$ cat src/rtl/s2_regread_if.sv
// Stage-2 register-read bundle: stage-1 selects, stall/flush, writeback port and
// the registered stage-2 outputs. The slave modport is the stage and the master modport drives it.
interface s2_regread_if #(
  parameter int DATA_WIDTH = 32
);
  logic [4:0]            S1_ReadSelect1;
  logic [4:0]            S1_ReadSelect2;
  logic [4:0]            S1_WriteSelect;
  logic                  S1_WriteEnable;
  logic                  stall;
  logic                  flush;
  logic [4:0]            WB_WriteSelect;
  logic [DATA_WIDTH-1:0] WB_WriteData;
  logic                  WB_WriteEnable;
  logic [DATA_WIDTH-1:0] S2_ReadData1;
  logic [DATA_WIDTH-1:0] S2_ReadData2;
  logic [4:0]            S2_WriteSelect;
  logic                  S2_WriteEnable;

  modport master (
    output S1_ReadSelect1, S1_ReadSelect2, S1_WriteSelect, S1_WriteEnable,
    output stall, flush, WB_WriteSelect, WB_WriteData, WB_WriteEnable,
    input  S2_ReadData1, S2_ReadData2, S2_WriteSelect, S2_WriteEnable
  );

  modport slave (
    input  S1_ReadSelect1, S1_ReadSelect2, S1_WriteSelect, S1_WriteEnable,
    input  stall, flush, WB_WriteSelect, WB_WriteData, WB_WriteEnable,
    output S2_ReadData1, S2_ReadData2, S2_WriteSelect, S2_WriteEnable
  );
endinterface

$ cat src/rtl/s2_regread_stage.sv
// Pipeline stage 2: 32-entry register file (r0 hardwired to zero) feeding the stage-2 register.
// Define RF_BYPASS_EN to forward same-cycle writeback data into the captured operands.
module s2_regread_stage #(
  parameter int DATA_WIDTH = 32,
  parameter int NUM_REGS   = 32
) (
  input  logic          clk,
  input  logic          rst,
  s2_regread_if.slave   bus
);

  logic [DATA_WIDTH-1:0] rf_q [NUM_REGS];
  logic [DATA_WIDTH-1:0] rf_d [NUM_REGS];

  // Writeback proceeds regardless of stall/flush; only reset suppresses it.
  always_comb begin
    for (int i = 0; i < NUM_REGS; i++) begin
      rf_d[i] = rf_q[i];
      if (rst) begin
        rf_d[i] = '0;
      end else if (bus.WB_WriteEnable && (bus.WB_WriteSelect == 5'(i))) begin
        rf_d[i] = bus.WB_WriteData;
      end
    end
    rf_d[0] = '0;
  end

  always_ff @(posedge clk) begin
    for (int i = 0; i < NUM_REGS; i++) begin
      rf_q[i] <= rf_d[i];
    end
  end

  logic [4:0]            rd_sel [2];
  logic [DATA_WIDTH-1:0] rd_val [2];

  assign rd_sel[0] = bus.S1_ReadSelect1;
  assign rd_sel[1] = bus.S1_ReadSelect2;

  generate
    for (genvar gi = 0; gi < 2; gi++) begin : g_rd_port
`ifdef RF_BYPASS_EN
      logic rd_hit;
      assign rd_hit = bus.WB_WriteEnable && (bus.WB_WriteSelect == rd_sel[gi]);
      assign rd_val[gi] = (rd_sel[gi] == 5'd0) ? '0 :
                          rd_hit               ? bus.WB_WriteData :
                                                 rf_q[rd_sel[gi]];
`else
      assign rd_val[gi] = (rd_sel[gi] == 5'd0) ? '0 : rf_q[rd_sel[gi]];
`endif
    end
  endgenerate

  logic [DATA_WIDTH-1:0] rd1_q, rd1_d;
  logic [DATA_WIDTH-1:0] rd2_q, rd2_d;
  logic [4:0]            ws_q, ws_d;
  logic                  we_q, we_d;

  always_comb begin
    rd1_d = rd1_q;
    rd2_d = rd2_q;
    ws_d  = ws_q;
    we_d  = we_q;
    if (rst || bus.flush) begin
      rd1_d = '0;
      rd2_d = '0;
      ws_d  = '0;
      we_d  = 1'b0;
    end else if (!bus.stall) begin
      rd1_d = rd_val[0];
      rd2_d = rd_val[1];
      ws_d  = bus.S1_WriteSelect;
      we_d  = bus.S1_WriteEnable;
    end
  end

  always_ff @(posedge clk) begin
    rd1_q <= rd1_d;
    rd2_q <= rd2_d;
    ws_q  <= ws_d;
    we_q  <= we_d;
  end

  assign bus.S2_ReadData1   = rd1_q;
  assign bus.S2_ReadData2   = rd2_q;
  assign bus.S2_WriteSelect = ws_q;
  assign bus.S2_WriteEnable = we_q;

endmodule

$ cat src/flat_wrapper.sv
// flat-port wrapper written by rule: the top's interface ports become plain ports
module s2_regread_stage_flat 
#(
  parameter int DATA_WIDTH = 32,
  parameter int NUM_REGS   = 32
)
  (clk, rst, bus_S1_ReadSelect1, bus_S1_ReadSelect2, bus_S1_WriteSelect, bus_S1_WriteEnable, bus_stall, bus_flush, bus_WB_WriteSelect, bus_WB_WriteData, bus_WB_WriteEnable, bus_S2_ReadData1, bus_S2_ReadData2, bus_S2_WriteSelect, bus_S2_WriteEnable);
  s2_regread_if #(.DATA_WIDTH(DATA_WIDTH)) bus_i ();
  input  logic clk;
  input  logic rst;
  input wire logic [$bits(bus_i.S1_ReadSelect1)-1:0] bus_S1_ReadSelect1;
  input wire logic [$bits(bus_i.S1_ReadSelect2)-1:0] bus_S1_ReadSelect2;
  input wire logic [$bits(bus_i.S1_WriteSelect)-1:0] bus_S1_WriteSelect;
  input wire logic [$bits(bus_i.S1_WriteEnable)-1:0] bus_S1_WriteEnable;
  input wire logic [$bits(bus_i.stall)-1:0] bus_stall;
  input wire logic [$bits(bus_i.flush)-1:0] bus_flush;
  input wire logic [$bits(bus_i.WB_WriteSelect)-1:0] bus_WB_WriteSelect;
  input wire logic [$bits(bus_i.WB_WriteData)-1:0] bus_WB_WriteData;
  input wire logic [$bits(bus_i.WB_WriteEnable)-1:0] bus_WB_WriteEnable;
  output wire logic [$bits(bus_i.S2_ReadData1)-1:0] bus_S2_ReadData1;
  output wire logic [$bits(bus_i.S2_ReadData2)-1:0] bus_S2_ReadData2;
  output wire logic [$bits(bus_i.S2_WriteSelect)-1:0] bus_S2_WriteSelect;
  output wire logic [$bits(bus_i.S2_WriteEnable)-1:0] bus_S2_WriteEnable;
  assign bus_i.S1_ReadSelect1 = bus_S1_ReadSelect1;
  assign bus_i.S1_ReadSelect2 = bus_S1_ReadSelect2;
  assign bus_i.S1_WriteSelect = bus_S1_WriteSelect;
  assign bus_i.S1_WriteEnable = bus_S1_WriteEnable;
  assign bus_i.stall = bus_stall;
  assign bus_i.flush = bus_flush;
  assign bus_i.WB_WriteSelect = bus_WB_WriteSelect;
  assign bus_i.WB_WriteData = bus_WB_WriteData;
  assign bus_i.WB_WriteEnable = bus_WB_WriteEnable;
  assign bus_S2_ReadData1 = bus_i.S2_ReadData1;
  assign bus_S2_ReadData2 = bus_i.S2_ReadData2;
  assign bus_S2_WriteSelect = bus_i.S2_WriteSelect;
  assign bus_S2_WriteEnable = bus_i.S2_WriteEnable;
  s2_regread_stage #(.DATA_WIDTH(DATA_WIDTH), .NUM_REGS(NUM_REGS)) u_core (.clk(clk), .rst(rst), .bus(bus_i));
endmodule
$ cat config.mk
export PLATFORM = sky130hd
export DESIGN_NAME = s2_regread_stage_flat
export DESIGN_NICKNAME = d
export VERILOG_FILES = /design/src/rtl/s2_regread_if.sv /design/src/rtl/s2_regread_stage.sv /design/src/flat_wrapper.sv
export SDC_FILE = /design/constraint.sdc
export NUM_CORES = 2
export LEC_CHECK = 0
export ABC_AREA = 1
export ABC_CLOCK_PERIOD_IN_PS = 5100
export BUFFER_PORTS_ARGS = -buffer_cell sky130_fd_sc_hd__clkbuf_2
export CAP_MARGIN = 10
export CORE_UTILIZATION = 50
export DETAILED_ROUTE_END_ITERATION = 16
export PLACE_DENSITY = 0.66
export SLEW_MARGIN = 20
export SYNTH_ARGS = -nofsm -noshare
export SYNTH_HDL_FRONTEND = slang
export SYNTH_SLANG_ARGS = --single-unit
export TNS_END_PERCENT = 5
$ cat constraint.sdc
create_clock -name clk -period 5.1 [get_ports clk]
set_input_delay 0.765 -clock clk [delete_from_list [all_inputs] [get_ports clk]]
set_output_delay 0.765 -clock clk [all_outputs]
set_load 0.005 [all_outputs]
==> metrics <==
Area growth syn-to-layout 11.08%; number of distinct standard cells referenced by the synthesized netlist 19; async set-reset flop share out of synthesis 0%; top cell type's share of synthesized area 53.36%; DRT iter0 DRCs 7578; unrepaired setup endpoints after global routing no; fmax 0.3337 GHz; ports placed on the boundary 128; Routed WL 207700 um; count of port buffers added during placement 127; Gate Count Post-Synth 6881; vertical extent of the die 336.1 um; Final Hold Vio Count 0; routability congestion estimate from global placement 0.8861; clock tree from TritonCTS done; average wire per cell in the routed design 24.71 um; Worst-Skew Late Latency 0.72 ns; sort of element at the start of the critical path flop; Gates resized, CTS repair 0; path category of the worst min-delay check in -> reg; number of global-route vias before repair 46350; flip-flop and latch count after synthesis 1064; Clock H-tree levels 3; global-route total usage across every layer 36.32%; multi-input logic area 19520 um2; MaxCap Viol Count 0; Clock Tree Buf Depth 3; nature of the critical path endpoint primary output; pin count of the biggest net entering global routing 205; most used standard cell by instance count after synthesis nand2_1; Pre-antenna DRT Iters 7; post-synthesis instance area 55820 um2; antenna violations before repair 5; top cells by area in the synthesized netlist edfxtp_1 (53%), nand2_1 (17%), nand3_1 (11%); Vias per Instance 5.929; hold buffer count at CTS 0; clock edge transition at the registers on the reported setup and hold paths 0.06 ns; VDD IR-drop max 0.2939 mV; share of the yosys chip area belonging to registers 55.95%; # rows 122; core outline area 110700 um2; Post-CTS Setup Bufs 0; status completed; Storage cell area 31230 um2; warnings from Yosys 0; synth cell count leaders nand2_1 (2571), nand3_1 (1247), edfxtp_1 (992); fill cell count 9741; biggest area consumer among synthesized cells edfxtp_1; die outline width 336.1 um; global route overflow 0; biggest fanout along the worst timing path 33; post-synthesis area per instance 8.112 um2; power density over the cells 358.8 nW/um2; fin crit share 58.76%; Leakage 28.09 nW; worst endpoint data arrival time 2.23 ns; number of nets at the end of the flow 6876; Post-Route Setup TNS 0 ns; share of final-layout standard cells stronger than drive strength 1 8.514%; Pwr Total 22.25 mW; total of endpoints with negative setup slack in the final report 0; Max Slew Vio Count 0; Max-slew headroom 16.46%; final setup skew 0.01915 ns; Synth Flop Type edfxtp_1; min cycle time layout 2.997 ns; Worst Max-Slew Pin Slew 1.248 ns; post-route ant nets 0; global-route wire length before repair 300800 um; starting utilization of the core area 50.44%; endpoint required time on the critical path 4.34 ns; Vias 49850; EDFF count, synth 992; type of the worst setup path reg -> out; clock sink count 1064; DR DRC count 0; clock buffer count from CTS 114; Total Die Area 113000 um2; total nets after synthesis 6939; CTS root buffer clkbuf_16; DPL Wire Length 113100 um
==> registers in the layout (all words and copies together) (netlist names), named ones only <==
| name | flops |
|---|---|
| u_core.rf_q | 992 |
| u_core.bus.S2_WriteSelect | 5 |
| u_core.bus.S2_WriteEnable | 1 |
==> layer usage <==
metal  GRT usage, %  wire length [um]
met5              0                28
met4          20.18             12730
met2          55.23             90320
met3          7.624             28140
met1          48.50             76490
==> kinds of logic (layout without fill, tap and decap cells) <==
kind of cell / after synthesis / count (layout) / synth area share [%]
buf+inv: 1391 / 1428 / 9.945
other cells: 0 / 1 / 0
compound gates: 338 / 338 / 3.398
flops: 1064 / 1064 / 55.95
simple gates: 4088 / 4088 / 30.71
==> critical path: stages, from the launching register on <==
cell and delay, ns:
dfxtp_2 0.98, nor2_1 0.32, clkbuf_2 0.20
==> final timing paths <==
path / start / end / slack [ns] / depth (start not counted)
max: flop / bus_S2_ReadData2[1] / 2.10 / 2
min: bus_S1_WriteSelect[3] / u_core.bus.S2_WriteSelect[3] / 0.28 / 3
max reg2reg: u_core.rf_q[4][26] / flop / 3.52 / 7
min reg2reg: u_core.bus.S2_WriteSelect[4] / u_core.bus.S2_WriteSelect[4] / 0.46 / 2
==> cells in the final DEF, fill, tap and decap left out <==
| master | synthesis | routed |
|---|---|---|
| or2_2 | 90 | 90 |
| clkinv_2 | 0 | 23 |
| clkinvlp_4 | 0 | 1 |
| nor2_1 | 177 | 152 |
| nand2_1 | 2571 | 2569 |
| buf_16 | 0 | 2 |
| buf_12 | 0 | 22 |
| inv_8 | 0 | 3 |
| nand2_2 | 0 | 2 |
| nand4_1 | 2 | 2 |
| o21ai_4 | 0 | 30 |
| buf_6 | 0 | 1 |
| inv_6 | 0 | 4 |
| clkbuf_16 | 0 | 116 |
| edfxtp_1 | 992 | 992 |
| nor2_2 | 0 | 10 |
| o211ai_1 | 82 | 82 |
| o21ai_0 | 136 | 106 |
| bufinv_16 | 0 | 10 |
| o21ai_1 | 17 | 17 |
| clkinv_8 | 0 | 3 |
| buf_4 | 17 | 115 |
| clkinv_1 | 41 | 55 |
| a21oi_1 | 103 | 103 |
| clkbuf_1 | 169 | 32 |
| buf_8 | 0 | 4 |
| inv_2 | 2 | 2 |
| nand3_1 | 1247 | 1247 |
| nor2_4 | 1 | 16 |
| dfxtp_2 | 0 | 1 |
| diode_2 | 0 | 1 |
| inv_1 | 906 | 901 |
| dfxtp_1 | 72 | 71 |
| clkbuf_2 | 0 | 119 |
| clkbuf_8 | 0 | 15 |
==> final cells by class <==
class                           count  area share [%]
Sequential cell                  1064           50.37
Multi-Input combinational cell   4426           31.48
Inverter                          949           5.803
Clock buffer                      163           5.208
Timing Repair Buffer              263           3.267
Tap cell                         1488           3.003
Clock inverter                     53          0.8677
Antenna cell                        1        0.004036
==> stage by stage <==
| stage | util, % | area, um2 | hold slack [ns] | instances | setup WS, ns |
|---|---|---|---|---|---|
| 6_report | 56.03 | 62010 | 0.2817 | 8407 | 2.103 |
| 5_1_grt | 56.03 | 62000 | 0.2755 | 8406 | 2.067 |
| 4_1_cts | 56.02 | 61990 | 0.2625 | 8406 | 2.102 |
| 3_5_place_dp | 52.61 | 58230 | 0.4533 | 8190 | 1.797 |
| 3_3_place_gp | 52.53 | 58140 | 0.4427 | 8188 | 1.624 |
| 2_1_floorplan | - | 55820 | 0.4527 | 6881 | 1.257 |
==> where the power goes <==
part	leakage (nW)	total, mW	internal [mW]	switching [mW]
Clock	1.85	8.45	4.89	3.56
Combinational	16.1	3.17	0.852	2.32
Sequential	10.2	10.6	10.3	0.285
Note: power is estimated with default switching activity, not from simulation.
